$ cat src/rtl/program_executor.sv
// program_executor: runs the program held in instruction memory. A PC steps
// through memory and each 16-bit word is decoded and executed against a
// 4 x 8-bit register file with zero/carry flags.
// Each instruction takes 3 cycles: FETCH, DECODE, EXEC.
module program_executor #(
  parameter int ADDR_W    = 4,
  parameter int MAX_STEPS = 255
) (
  input  logic              clock,
  input  logic              reset,
  input  logic              start,
  input  logic [ADDR_W:0]   prog_len,
  output logic [ADDR_W-1:0] imem_addr,
  input  logic [15:0]       imem_rdata,
  input  logic [1:0]        reg_sel,
  output logic [7:0]        reg_out,
  output logic [ADDR_W-1:0] pc,
  output logic              busy,
  output logic              done,
  output logic              abort,
  output logic              zero,
  output logic              carry
);

  localparam int STEP_W = $clog2(MAX_STEPS + 1);

  typedef enum logic [2:0] {S_IDLE, S_FETCH, S_DECODE, S_EXEC, S_DONE} state_t;

  state_t              state_q;
  // The PC is one bit wider than the address so that pc + 1 can reach
  // prog_len = 16 without wrapping to 0 before the end-of-program compare.
  logic [ADDR_W:0]     pc_q;
  logic [ADDR_W-1:0]   imem_addr_q;
  logic [15:0]         ir_q;
  logic [7:0]          regs_q [4];
  logic [STEP_W-1:0]   steps_q;
  logic                busy_q, done_q, abort_q, zero_q, carry_q;

  // Decode fields and execute results for the instruction in ir_q
  logic [3:0]          op;
  logic [1:0]          rd, rs;
  logic [7:0]          imm, a, b;
  logic [8:0]          sum9, diff9;
  logic                wr_en_d, upd_zero_d, upd_carry_d, carry_d, halt_d;
  logic [7:0]          wr_val_d;
  logic [ADDR_W:0]     pc_d;
  logic [ADDR_W:0]     pc_inc, jmp_tgt;
  logic [STEP_W-1:0]   steps_d;

  assign op      = ir_q[15:12];
  assign rd      = ir_q[11:10];
  assign rs      = ir_q[9:8];
  assign imm     = ir_q[7:0];
  assign a       = regs_q[rd];
  assign b       = regs_q[rs];
  assign sum9    = {1'b0, a} + {1'b0, b};
  assign diff9   = {1'b0, a} - {1'b0, b};
  assign pc_inc  = pc_q + 1'b1;
  assign jmp_tgt = {1'b0, imm[ADDR_W-1:0]};
  assign steps_d = steps_q + 1'b1;

  // Combinational ALU / branch evaluation for the EXEC cycle
  always_comb begin
    wr_en_d     = 1'b0;
    wr_val_d    = 8'd0;
    upd_zero_d  = 1'b0;
    upd_carry_d = 1'b0;
    carry_d     = 1'b0;
    halt_d      = 1'b0;
    pc_d        = pc_inc;
    case (op)
      4'h1: begin wr_en_d = 1'b1; wr_val_d = imm; end
      4'h2: begin wr_en_d = 1'b1; wr_val_d = sum9[7:0];  upd_carry_d = 1'b1; carry_d = sum9[8];  end
      4'h3: begin wr_en_d = 1'b1; wr_val_d = diff9[7:0]; upd_carry_d = 1'b1; carry_d = diff9[8]; end
      4'h4: begin wr_en_d = 1'b1; wr_val_d = a & b; end
      4'h5: begin wr_en_d = 1'b1; wr_val_d = a | b; end
      4'h6: begin wr_en_d = 1'b1; wr_val_d = a ^ b; end
      4'h7: begin wr_en_d = 1'b1; wr_val_d = b; end
      4'h8: if (a == 8'd0) pc_d = jmp_tgt;
      4'h9: pc_d = jmp_tgt;
      4'hF: halt_d = 1'b1;
      default: ;
    endcase
    upd_zero_d = wr_en_d;
  end

  // Control FSM, register file, flags and PC; all outputs registered
  always_ff @(posedge clock or posedge reset) begin
    if (reset) begin
      state_q     <= S_IDLE;
      pc_q        <= '0;
      imem_addr_q <= '0;
      ir_q        <= '0;
      steps_q     <= '0;
      busy_q      <= 1'b0;
      done_q      <= 1'b0;
      abort_q     <= 1'b0;
      zero_q      <= 1'b0;
      carry_q     <= 1'b0;
      for (int i = 0; i < 4; i++) regs_q[i] <= 8'd0;
    end else begin
      case (state_q)
        S_IDLE, S_DONE: begin
          if (start) begin
            for (int i = 0; i < 4; i++) regs_q[i] <= 8'd0;
            pc_q        <= '0;
            imem_addr_q <= '0;
            steps_q     <= '0;
            zero_q      <= 1'b0;
            carry_q     <= 1'b0;
            done_q      <= 1'b0;
            abort_q     <= 1'b0;
            busy_q      <= 1'b1;
            state_q     <= S_FETCH;
          end
        end
        // imem_addr already tracks pc, so the read is issued during FETCH
        S_FETCH: begin
          if (pc_q >= prog_len) begin
            busy_q  <= 1'b0;
            done_q  <= 1'b1;
            state_q <= S_DONE;
          end else begin
            state_q <= S_DECODE;
          end
        end
        S_DECODE: begin
          ir_q    <= imem_rdata;
          state_q <= S_EXEC;
        end
        S_EXEC: begin
          if (wr_en_d)     regs_q[rd] <= wr_val_d;
          if (upd_zero_d)  zero_q     <= (wr_val_d == 8'd0);
          if (upd_carry_d) carry_q    <= carry_d;
          steps_q <= steps_d;
          if (halt_d) begin
            busy_q  <= 1'b0;
            done_q  <= 1'b1;
            state_q <= S_DONE;
          end else begin
            pc_q        <= pc_d;
            imem_addr_q <= pc_d[ADDR_W-1:0];
            if (steps_d == STEP_W'(MAX_STEPS)) begin
              busy_q  <= 1'b0;
              done_q  <= 1'b1;
              abort_q <= 1'b1;
              state_q <= S_DONE;
            end else begin
              state_q <= S_FETCH;
            end
          end
        end
        default: state_q <= S_IDLE;
      endcase
    end
  end

  assign imem_addr = imem_addr_q;
  assign reg_out   = regs_q[reg_sel];
  assign pc        = pc_q[ADDR_W-1:0];
  assign busy      = busy_q;
  assign done      = done_q;
  assign abort     = abort_q;
  assign zero      = zero_q;
  assign carry     = carry_q;

endmodule

$ cat config.mk
export PLATFORM = sky130hd
export DESIGN_NAME = program_executor
export DESIGN_NICKNAME = d
export VERILOG_FILES = /design/src/rtl/program_executor.sv
export SDC_FILE = /design/constraint.sdc
export NUM_CORES = 1
export LEC_CHECK = 0
export BUFFER_PORTS_ARGS = -buffer_cell sky130_fd_sc_hd__clkbuf_2
export CORE_UTILIZATION = 40
export CTS_CLUSTER_SIZE = 25
export DETAILED_ROUTE_END_ITERATION = 8
export HOLD_SLACK_MARGIN = 0.12
export SYNTH_ARGS = -nofsm -noshare
export SYNTH_HDL_FRONTEND = slang
export SYNTH_SLANG_ARGS = --single-unit
$ cat constraint.sdc
create_clock -name clock -period 4 [get_ports clock]
set_clock_uncertainty 0.2 [all_clocks]
set_input_delay 0.4 -clock clock [delete_from_list [all_inputs] [get_ports clock]]
set_output_delay 0.4 -clock clock [all_outputs]
set_load 0.02 [all_outputs]
* Word level (Yosys, flattened, before mapping)
Cells that the tools add are included.
** Operators by class
- Bitwise operators :: 6
- Reductions and logical operators :: 15
- Shift-type cells :: 0
- Multipliers :: 0
- Order comparisons :: 5
- Mux-type cells :: 51
- Equality and inequality tests :: 22
- $add $sub $neg :: 4
- Divide/modulo/power cells :: 0
** Operator list (number)
- two-way mux 32 bit :: 2
- two-way mux 8 bit :: 8
- case mux 32 bit (2 select lines) :: 1
- case mux 8 bit (7 select lines) :: 1
- binary-select mux 8 bit (select 2 bit) :: 3
- bitwise mux 32 bit :: 1
- case mux 5 bit (2 select lines) :: 2
- demux 8 bit (select 2 bit) :: 1
- == test 4 x 3 -> 1 bit (second input constant) :: 4
- logical NOT 8 bit :: 2
- case mux 8 bit (2 select lines) :: 1
- two-way mux 5 bit :: 3
- two-way mux 1 bit :: 14
- == test 4 bit (second input constant) :: 3
- two-way mux 3 bit :: 4
- inequality test 2 bit (second input constant) :: 6
- case mux 3 bit (4 select lines) :: 1
- adder 8 x 8 -> 9 bit :: 1
- >= comparator 3 bit (second input constant) :: 3
- inverter 2 -> 3 bit :: 3
- AND reduction 3 bit :: 3
- subtractor 8 x 8 -> 9 bit :: 1
- adder 8 x 1 -> 8 bit (second input constant) :: 1
- bitwise AND 8 bit :: 1
- other kinds (24) :: 33
** Storage, ports and cells
- Latch bits :: 0
- Bits in writable memories :: 0
- Register bits after elaboration :: 73
- Bits of input ports :: 26
- Output and inout port bits :: 21
- Memories kept :: 0
- ROM bits :: 0
- Word-level logic and storage cells :: 117

* Longest topological paths before layout
Gate-level depths: netlist (run 1).
- Depth in word-level cells :: 9
- Depth in mapped cells :: 12
- Gate-level depth less buffers :: 11

* Worst setup path before layout (run 1)
OpenSTA, ideal clock, no wires.
- Path type :: register to register
- From :: reg ir_q[8]
- To :: reg zero_q (netlist: zero)
- Period minus slack after synthesis :: 3.462 ns
- Required time :: 3.708 ns
- Cell stages (with the launch flop) :: 12
- Library setup time :: 0.092 ns
- Path slack :: 0.538 ns
- Buffers on the path :: 1
- Arrival :: 3.170 ns
- Cells stage by stage :: dfrtp_1 buf_6 mux4_1 ha_1 fa_1 or3_1 and3_4 a221oi_2 mux2i_1 a211oi_2 inv_1 o31ai_2
** On the way
- Longest elaborated chain between the ends :: 9
- Elaborated cells on any way between the ends :: 13
- Those cells by class :: 2 x add/sub; 6 x mux; 4 x bitwise; 1 x reduce/logical
** RTL lines
- start: declaration :: RTL line 34 : logic [15:0] ir_q;
- start signal: assignment :: RTL line 128 : ir_q <= imem_rdata;
- inverter 2 -> 3 bit (implied by the code) (*) :: RTL line 55 : assign b = regs_q[rs];
- binary-select mux 8 bit (select 2 bit) (*) :: RTL line 55
- two-way mux 8 bit (implied by the code) (*) (2 in a row) :: RTL line 55
- subtractor 8 x 8 -> 9 bit (tied with other cells) :: RTL line 57 : assign diff9 = {1'b0, a} - {1'b0, b};
- case mux 8 bit (7 select lines) (*) :: RTL line 71 : case (op)
- logical NOT 8 bit (*) :: RTL line 133 : if (upd_zero_d) zero_q <= (wr_val_d == 8'd0);
- two-way mux 1 bit (*) :: RTL line 133
- case mux 1 bit (2 select lines) (*) :: RTL line 102 : case (state_q)
- end signal: assignment :: RTL line 133
- end: declaration :: RTL line 37 : logic busy_q, done_q, abort_q, zero_q, carry_q;
Every way passes the cells marked *; elsewhere a longest branch is shown, timed or not. The select of a mux whose other input is x is not followed.
A chain may end at the register's enable or synchronous reset.

* Worst setup path after layout (run 1)
- From :: reg ir_q[10]
- To :: reg zero_q (netlist: zero)
** On the way
- Longest elaborated chain between the ends :: 9
- Elaborated cells on any way between the ends :: 13
- Those cells by class :: 2 x add/sub; 6 x mux; 4 x bitwise; 1 x reduce/logical
** RTL lines
- inverter 2 -> 3 bit (implied by the code) (*) :: RTL line 54 : assign a = regs_q[rd];
- binary-select mux 8 bit (select 2 bit) (*) :: RTL line 54
- two-way mux 8 bit (implied by the code) (*) (2 in a row) :: RTL line 54
- subtractor 8 x 8 -> 9 bit (tied with other cells) :: RTL line 57
- case mux 8 bit (7 select lines) (*) :: RTL line 71
- logical NOT 8 bit (*) :: RTL line 133
- two-way mux 1 bit (*) :: RTL line 133
- case mux 1 bit (2 select lines) (*) :: RTL line 102
Marks and branches as above.

==> impl_metrics.env, run 1 <==
export IMPL_cp_max_fo=8
export IMPL_synth_area_leaders="dfrtp_1, mux4_2, ha_1"
export IMPL_yosys_top_cells_count="dfrtp_1, nand3_1, o21ai_0"
export IMPL_finalHoldViolations=0
export IMPL_start_util_pct=40.9
export IMPL_rr_endpoint="zero"
export IMPL_synth_seq_area_share_pct=33.5
export IMPL_clkSinkCount=69
export IMPL_avgViaCountPerCell=5.85
export IMPL_synth_most_common_cell="dfrtp_1"
export IMPL_place_port_buffers=46
export IMPL_die_y_um=116
export IMPL_cp_data_arrival_time_ns=3.81
export IMPL_synth_cells=522
export IMPL_ff2ff_setup_slack_ns=0.23
export IMPL_tightestPinTransition_ns=1.04
export IMPL_ys_types=73
export IMPL_grt_overflow_total=0
export IMPL_cap_violations=0
export IMPL_ys_ff_latch=69
export IMPL_path_class="register to register"
export IMPL_insertion_delay_ns=0.34
export IMPL_fin_ws_ns=0.234
export IMPL_seq_area_um2=1730
export IMPL_area_growth_pct=14.7
export IMPL_worstReg2RegStart="ir_q[10]"
export IMPL_final_nets=624
export IMPL_grt_pass1_vias=4067
export IMPL_clk_pin_slew_ns=0.06
export IMPL_fp_dieArea_um2=13400
export IMPL_vias=4336
export IMPL_synth_edf_count=0
export IMPL_drt_iter0_markers=337
export IMPL_cts_max_level=3
export IMPL_start_kind="register"
export IMPL_ys_warn_count=0
export IMPL_avgSynthCellArea_um2=9.88
export IMPL_period_needed_ns=3.77
export IMPL_cts_root_buffer="clkbuf_16"
export IMPL_dp_hpwl_um=10000
export IMPL_synth_ff_type="dfrtp_1"
export IMPL_antenna_cells=0
export IMPL_status="finished, final reports clean"
export IMPL_ant_nets=0
export IMPL_async_reset_ff_share_pct=100
export IMPL_synth_largest_area_cell="dfrtp_1"
export IMPL_fmax_ghz=0.266
export IMPL_syn_area_um2=5160
export IMPL_relSlewSlack_pct=30.4
export IMPL_core_area_um2=12600
export IMPL_ctsResizeCount=0
export IMPL_hp_class="primary input to async pin"
export IMPL_wl_um=13400
export IMPL_cellLeakagePower_nw=2.52
export IMPL_drive_gt1_share_pct=22.3
export IMPL_cts_buffers=9
export IMPL_critPathRequiredTime_ns=4.05
export IMPL_drv_slew=0
export IMPL_antenna_found_initial=0
export IMPL_fin_util_pct=46.9
export IMPL_setup_viol=0
export IMPL_postCtsSetupBuffers=0
export IMPL_cp_end_kind="register"
export IMPL_place_ws_ns=0.273
export IMPL_grt_usage_pct=21.5
export IMPL_multiInputGateArea_um2=3050
export IMPL_fin_tns_setup_ns=0
export IMPL_ios=47
export IMPL_cts_hold_buf=12
export IMPL_powerDensity_nw_per_um2=550
export IMPL_drcViolationCount=0
export IMPL_vdd_ir_drop_max_mv=0.194
export IMPL_netlist_area_leader_share_pct=33.5
export IMPL_startpoint="ir_q[10]"
export IMPL_cts_tree="yes"
export IMPL_worst_r2r_cell_count=11
export IMPL_synth_net_count=582
export IMPL_cts_buffer_depth=2
export IMPL_rsz0062_at_grt="false"
export IMPL_drt_first_pass_iters=5
export IMPL_gp_congestion=0.906
export IMPL_fill_cells=1223
export IMPL_wl_per_cell_um=18.1
export IMPL_grt_pass1_wl_um=22000
export IMPL_dieWidth_um=116
export IMPL_fp_row_count=41
export IMPL_grt_max_degree=52
export IMPL_period_share_pct=94.2
[worst max path at each step]
stage | to | slack (ns) | cells after the start
after detailed placement | zero | 0.27 | 11
after CTS | zero | 0.24 | 11
final | zero | 0.23 | 11
after global placement | zero | 0.28 | 11
after floorplan | zero | 0.54 | 11
after global routing | zero | 0.04 | 11
[report_power, final]
part / leakage, nW / switching (mW) / total (mW) / internal [mW]
Clock: 0.167 / 0.294 / 0.919 / 0.625
Combinational: 1.43 / 0.692 / 1.23 / 0.536
Sequential: 0.918 / 0.262 / 1.11 / 0.844
Total: 2.52 / 1.25 / 3.25 / 2.01
[critical path, cell delays in order, from the launching register on]
cell and delay (ns):
dfrtp_1 0.50, buf_4 0.24, mux4_2 0.56, inv_1 0.08
ha_1 0.28, inv_1 0.12, o21bai_1 0.16, a221o_1 0.40
a221oi_2 0.57, o2111a_1 0.27, nand4b_1 0.12, o31ai_2 0.19
[placed cells by master, fill, tap and decap left out, types with 3 or more instances in the layout]
cell / n
nor2b_1: 6
xor2_1: 4
mux2i_1: 3
nand3b_1: 4
o21bai_1: 3
o21ai_1: 11
a221oi_2: 3
clkbuf_16: 9
xnor2_1: 5
a221oi_1: 4
nand2b_1: 7
nor3_1: 10
a21o_1: 5
nand2_1: 29
o21ai_0: 41
and2_1: 3
mux4_1: 6
o22ai_1: 5
a21oi_1: 25
inv_1: 34
dfrtp_1: 69
a221o_1: 3
buf_4: 11
clkbuf_2: 46
o31ai_1: 4
nand3_1: 45
mux4_2: 18
mux2_2: 19
o211ai_1: 3
ha_1: 32
bufinv_16: 3
dlygate4sd3_1: 13
nor2_1: 27
[layout make-up]
type / instances / area share (%)
tap: 172 / 3.64
clock buffer: 12 / 4.17
timing repair buffer: 70 / 7.49
sequential: 69 / 29.2
multi-input combinational: 378 / 51.6
clock inverter: 4 / 1.61
inverter: 36 / 2.29
[flip-flops by register name, indices dropped and copies added, names as in the netlist]
register,cells
abort,1
busy,1
carry,1
done,1
ir_q,16
pc_q,5
regs_q,32
state_q,3
steps_q,8
zero,1
[cells by family after synthesis]
group                    count (synthesis)  share of synthesized area, %
adder cells (fa/ha/maj)                 34                          8.54
multiplexers                            46                          15.6
XOR/XNOR                                 9                          1.53
AO/OA/AOI/OAI                          137                          17.8
flip-flops                              69                          33.5
AND/OR/NAND/NOR                        152                          15.6
buffers and inverters                   75                          7.45
[through the flow]
| step | hold slack [ns] | cell area (µm²) | instances | power [mW] |
|---|---|---|---|---|
| floorplan | 0.257 | 5160 | 522 | 2.05 |
| global placement | 0.259 | 5440 | 712 | 2.30 |
| detailed placement | 0.270 | 5440 | 712 | 2.32 |
| CTS | 0.122 | 5900 | 740 | 3.26 |
| global route | 0.127 | 5910 | 741 | 3.45 |
| finish | 0.110 | 5910 | 741 | 3.25 |
[layer usage]
layer  vias up  wire length (µm)  global-route usage [%]
li1       2009                 -                       -
met1      2142              5960                    29.8
met2       164              6300                    33.5
met3        21               868                    4.29
met4         0               273                    7.71
met5         -                 0                       0
No activity file was read; power rests on OpenSTA's default activity.
==> run 2: changes to the inputs <==
Settings changed: PLACE_DENSITY set to 0.63.
==> impl_metrics.env, run 2 (same netlist as run 1, synthesis figures left out) <==
export IMPL_status="finished, final reports clean"
export IMPL_start_kind="register"
export IMPL_powerDensity_nw_per_um2=554
export IMPL_core_area_um2=12600
export IMPL_grt_pass1_vias=4187
export IMPL_p_sw_share_pct=38.6
export IMPL_hold_ws_ns=0.123
export IMPL_wl_per_cell_um=18.5
export IMPL_hp_class="primary input to register"
export IMPL_grt_usage_pct=21.8
export IMPL_finalHoldViolations=0
export IMPL_worst_r2r_cell_count=11
export IMPL_final_nets=628
export IMPL_cellInternalPower_mw=2.03
export IMPL_period_share_pct=92.1
export IMPL_drt_first_pass_iters=5
export IMPL_path_class="register to register"
export IMPL_slowest_delay_ns=0.64
export IMPL_avgViaCountPerCell=5.79
export IMPL_vias=4311
export IMPL_ant_nets=0
export IMPL_fin_ws_ns=0.316
export IMPL_final_common_cell="dfrtp_1"
export IMPL_ios=47
export IMPL_cp_data_arrival_time_ns=3.69
export IMPL_relSlewSlack_pct=31.8
export IMPL_fmax_ghz=0.271
export IMPL_ff2ff_setup_slack_ns=0.32
export IMPL_drt_iter0_markers=271
export IMPL_power_frac_comb_pct=37.2
export IMPL_period_needed_ns=3.68
export IMPL_startpoint="ir_q[8]"
export IMPL_placement_cell_area_um2=5450
export IMPL_dieWidth_um=116
export IMPL_antenna_found_initial=0
export IMPL_start_util_pct=40.9
export IMPL_critPathRequiredTime_ns=4.00
export IMPL_cts_buffer_depth=2
export IMPL_cp_depth=11
export IMPL_regMostFlops="regs_q"
export IMPL_grt_pass1_wl_um=22000
export IMPL_dp_hpwl_um=9890
export IMPL_clkSinkCount=69
export IMPL_gp_congestion=0.963
export IMPL_worstReg2RegStart="ir_q[8]"
export IMPL_setup_viol=0
export IMPL_grt_max_degree=49
export IMPL_grt_overflow_total=0
export IMPL_cp_max_fo=8
export IMPL_clk_pin_slew_ns=0.06
export IMPL_rr_endpoint="regs_q[22]"
export IMPL_worstPathCellList="buf_4 -> mux4_1 -> inv_1 -> ha_1 -> or3_1 -> and3_4 -> a221oi_2 -> mux2i_1 -> a211oi_2 -> buf_4 -> o21ai_0"
export IMPL_cellLeakagePower_nw=2.54
export IMPL_power_switching_mw=1.28
export IMPL_place_ws_ns=0.175
export IMPL_largest_register_ffs=32
export IMPL_cts_tree="yes"
export IMPL_cp_slowest_cell="mux4_1"
export IMPL_area_growth_pct=15.7
export IMPL_cts_buffers=9
export IMPL_drive_gt1_share_pct=22.9
export IMPL_fin_tns_setup_ns=0
export IMPL_tightestPinTransition_ns=1.02
export IMPL_drv_slew=0
export IMPL_reg_largest_list="regs_q x32, ir_q x16, steps_q x8"
export IMPL_crit_family="multiplexers"
export IMPL_vdd_ir_drop_max_mv=0.300
export IMPL_seq_power_share_pct=33.9
export IMPL_insertion_delay_ns=0.35
export IMPL_fin_area_um2=5970
export IMPL_fp_row_count=41
export IMPL_crit_top_cell="buf_4"
export IMPL_cts_max_level=3
export IMPL_antenna_cells=0
export IMPL_crit_path_end="regs_q[22]"
export IMPL_p_clk_share_pct=28.9
export IMPL_cap_violations=0
export IMPL_layout_common_cells="dfrtp_1, clkbuf_2, nand3_1"
export IMPL_rsz0062_at_grt="false"
export IMPL_cp_end_kind="register"
export IMPL_cts_root_buffer="clkbuf_16"
export IMPL_fp_dieArea_um2=13400
export IMPL_place_port_buffers=46
export IMPL_die_y_um=116
export IMPL_drcViolationCount=0
export IMPL_wl_um=13800
export IMPL_path_buf_inv=3
## run 2: cell types whose count changed in the layout (fill, tap and decap cells not counted)
cell           delta
clkbuf_1          -2
buf_4             +1
clkinv_2          -1
clkbuf_8          +1
clkinv_4          +1
clkinvlp_4        +1
dfrtp_1           -1
dfrtp_2           +1
dlygate4sd3_1     +3
## run 2: layout make-up
cell class,count,area [µm²]
Fill cell,1187,6650
Multi-Input combinational cell,378,3050
Sequential cell,69,1730
Timing Repair Buffer,74,480
Clock buffer,11,253
Tap cell,172,215
Inverter,36,135
Clock inverter,5,106
## run 2: worst reg2reg max path: stages (launching register included)
cell      delay (ns)
dfrtp_1         0.43
buf_4           0.22
mux4_1          0.64
inv_1           0.12
ha_1            0.31
or3_1           0.44
and3_4          0.21
a221oi_2        0.27
mux2i_1         0.13
a211oi_2        0.33
buf_4           0.18
o21ai_0         0.08
## run 2: layer usage
layer  GRT usage [%]  vias to the layer above  wire length [µm]
met3            3.87                       24               659
met1            29.6                     2141              6210
met5               0                        -                 0
met2            34.3                      130              6560
li1                -                     2016                 -
met4            9.52                        0               335
## run 2: how the worst min path moves through the flow
stage               cells past startpoint  slack, ns           start          to
detailed placement                      1       0.27            busy        busy
floorplan                               1       0.26      state_q[0]  state_q[0]
global route                            2       0.12  imem_rdata[12]    ir_q[12]
global placement                        1       0.26            busy        busy
finish                                  2       0.12  imem_rdata[12]    ir_q[12]
CTS                                     2       0.12  imem_rdata[12]    ir_q[12]
## run 2: metrics by stage
| step | total power [mW] | instances | utilization, % |
|---|---|---|---|
| global placement | 2.31 | 713 | 43.2 |
| floorplan | 2.05 | 522 | - |
| CTS | 3.31 | 745 | 47.3 |
| global route | 3.50 | 745 | 47.3 |
| detailed placement | 2.34 | 713 | 43.2 |
| finish | 3.31 | 745 | 47.3 |
## run 2: power groups by stage
stage / clock, mW / sequential (mW) / combinational (mW)
2_1_floorplan: 0 / 0.981 / 1.07
3_3_place_gp: 0 / 1.12 / 1.19
3_5_place_dp: 0 / 1.13 / 1.21
4_1_cts: 0.965 / 1.12 / 1.23
5_1_grt: 0.995 / 1.16 / 1.35
6_report: 0.955 / 1.12 / 1.23
## run 2: what timing repair did
| action | 4_1_cts | 5_1_grt |
|---|---|---|
| buffers inserted | 0 | 0 |
| setup endpoints to repair | 0 | 5 |
| hold buffers | 16 | 0 |
| hold endpoints to repair | 22 | 0 |
| gates resized for setup | 0 | 1 |
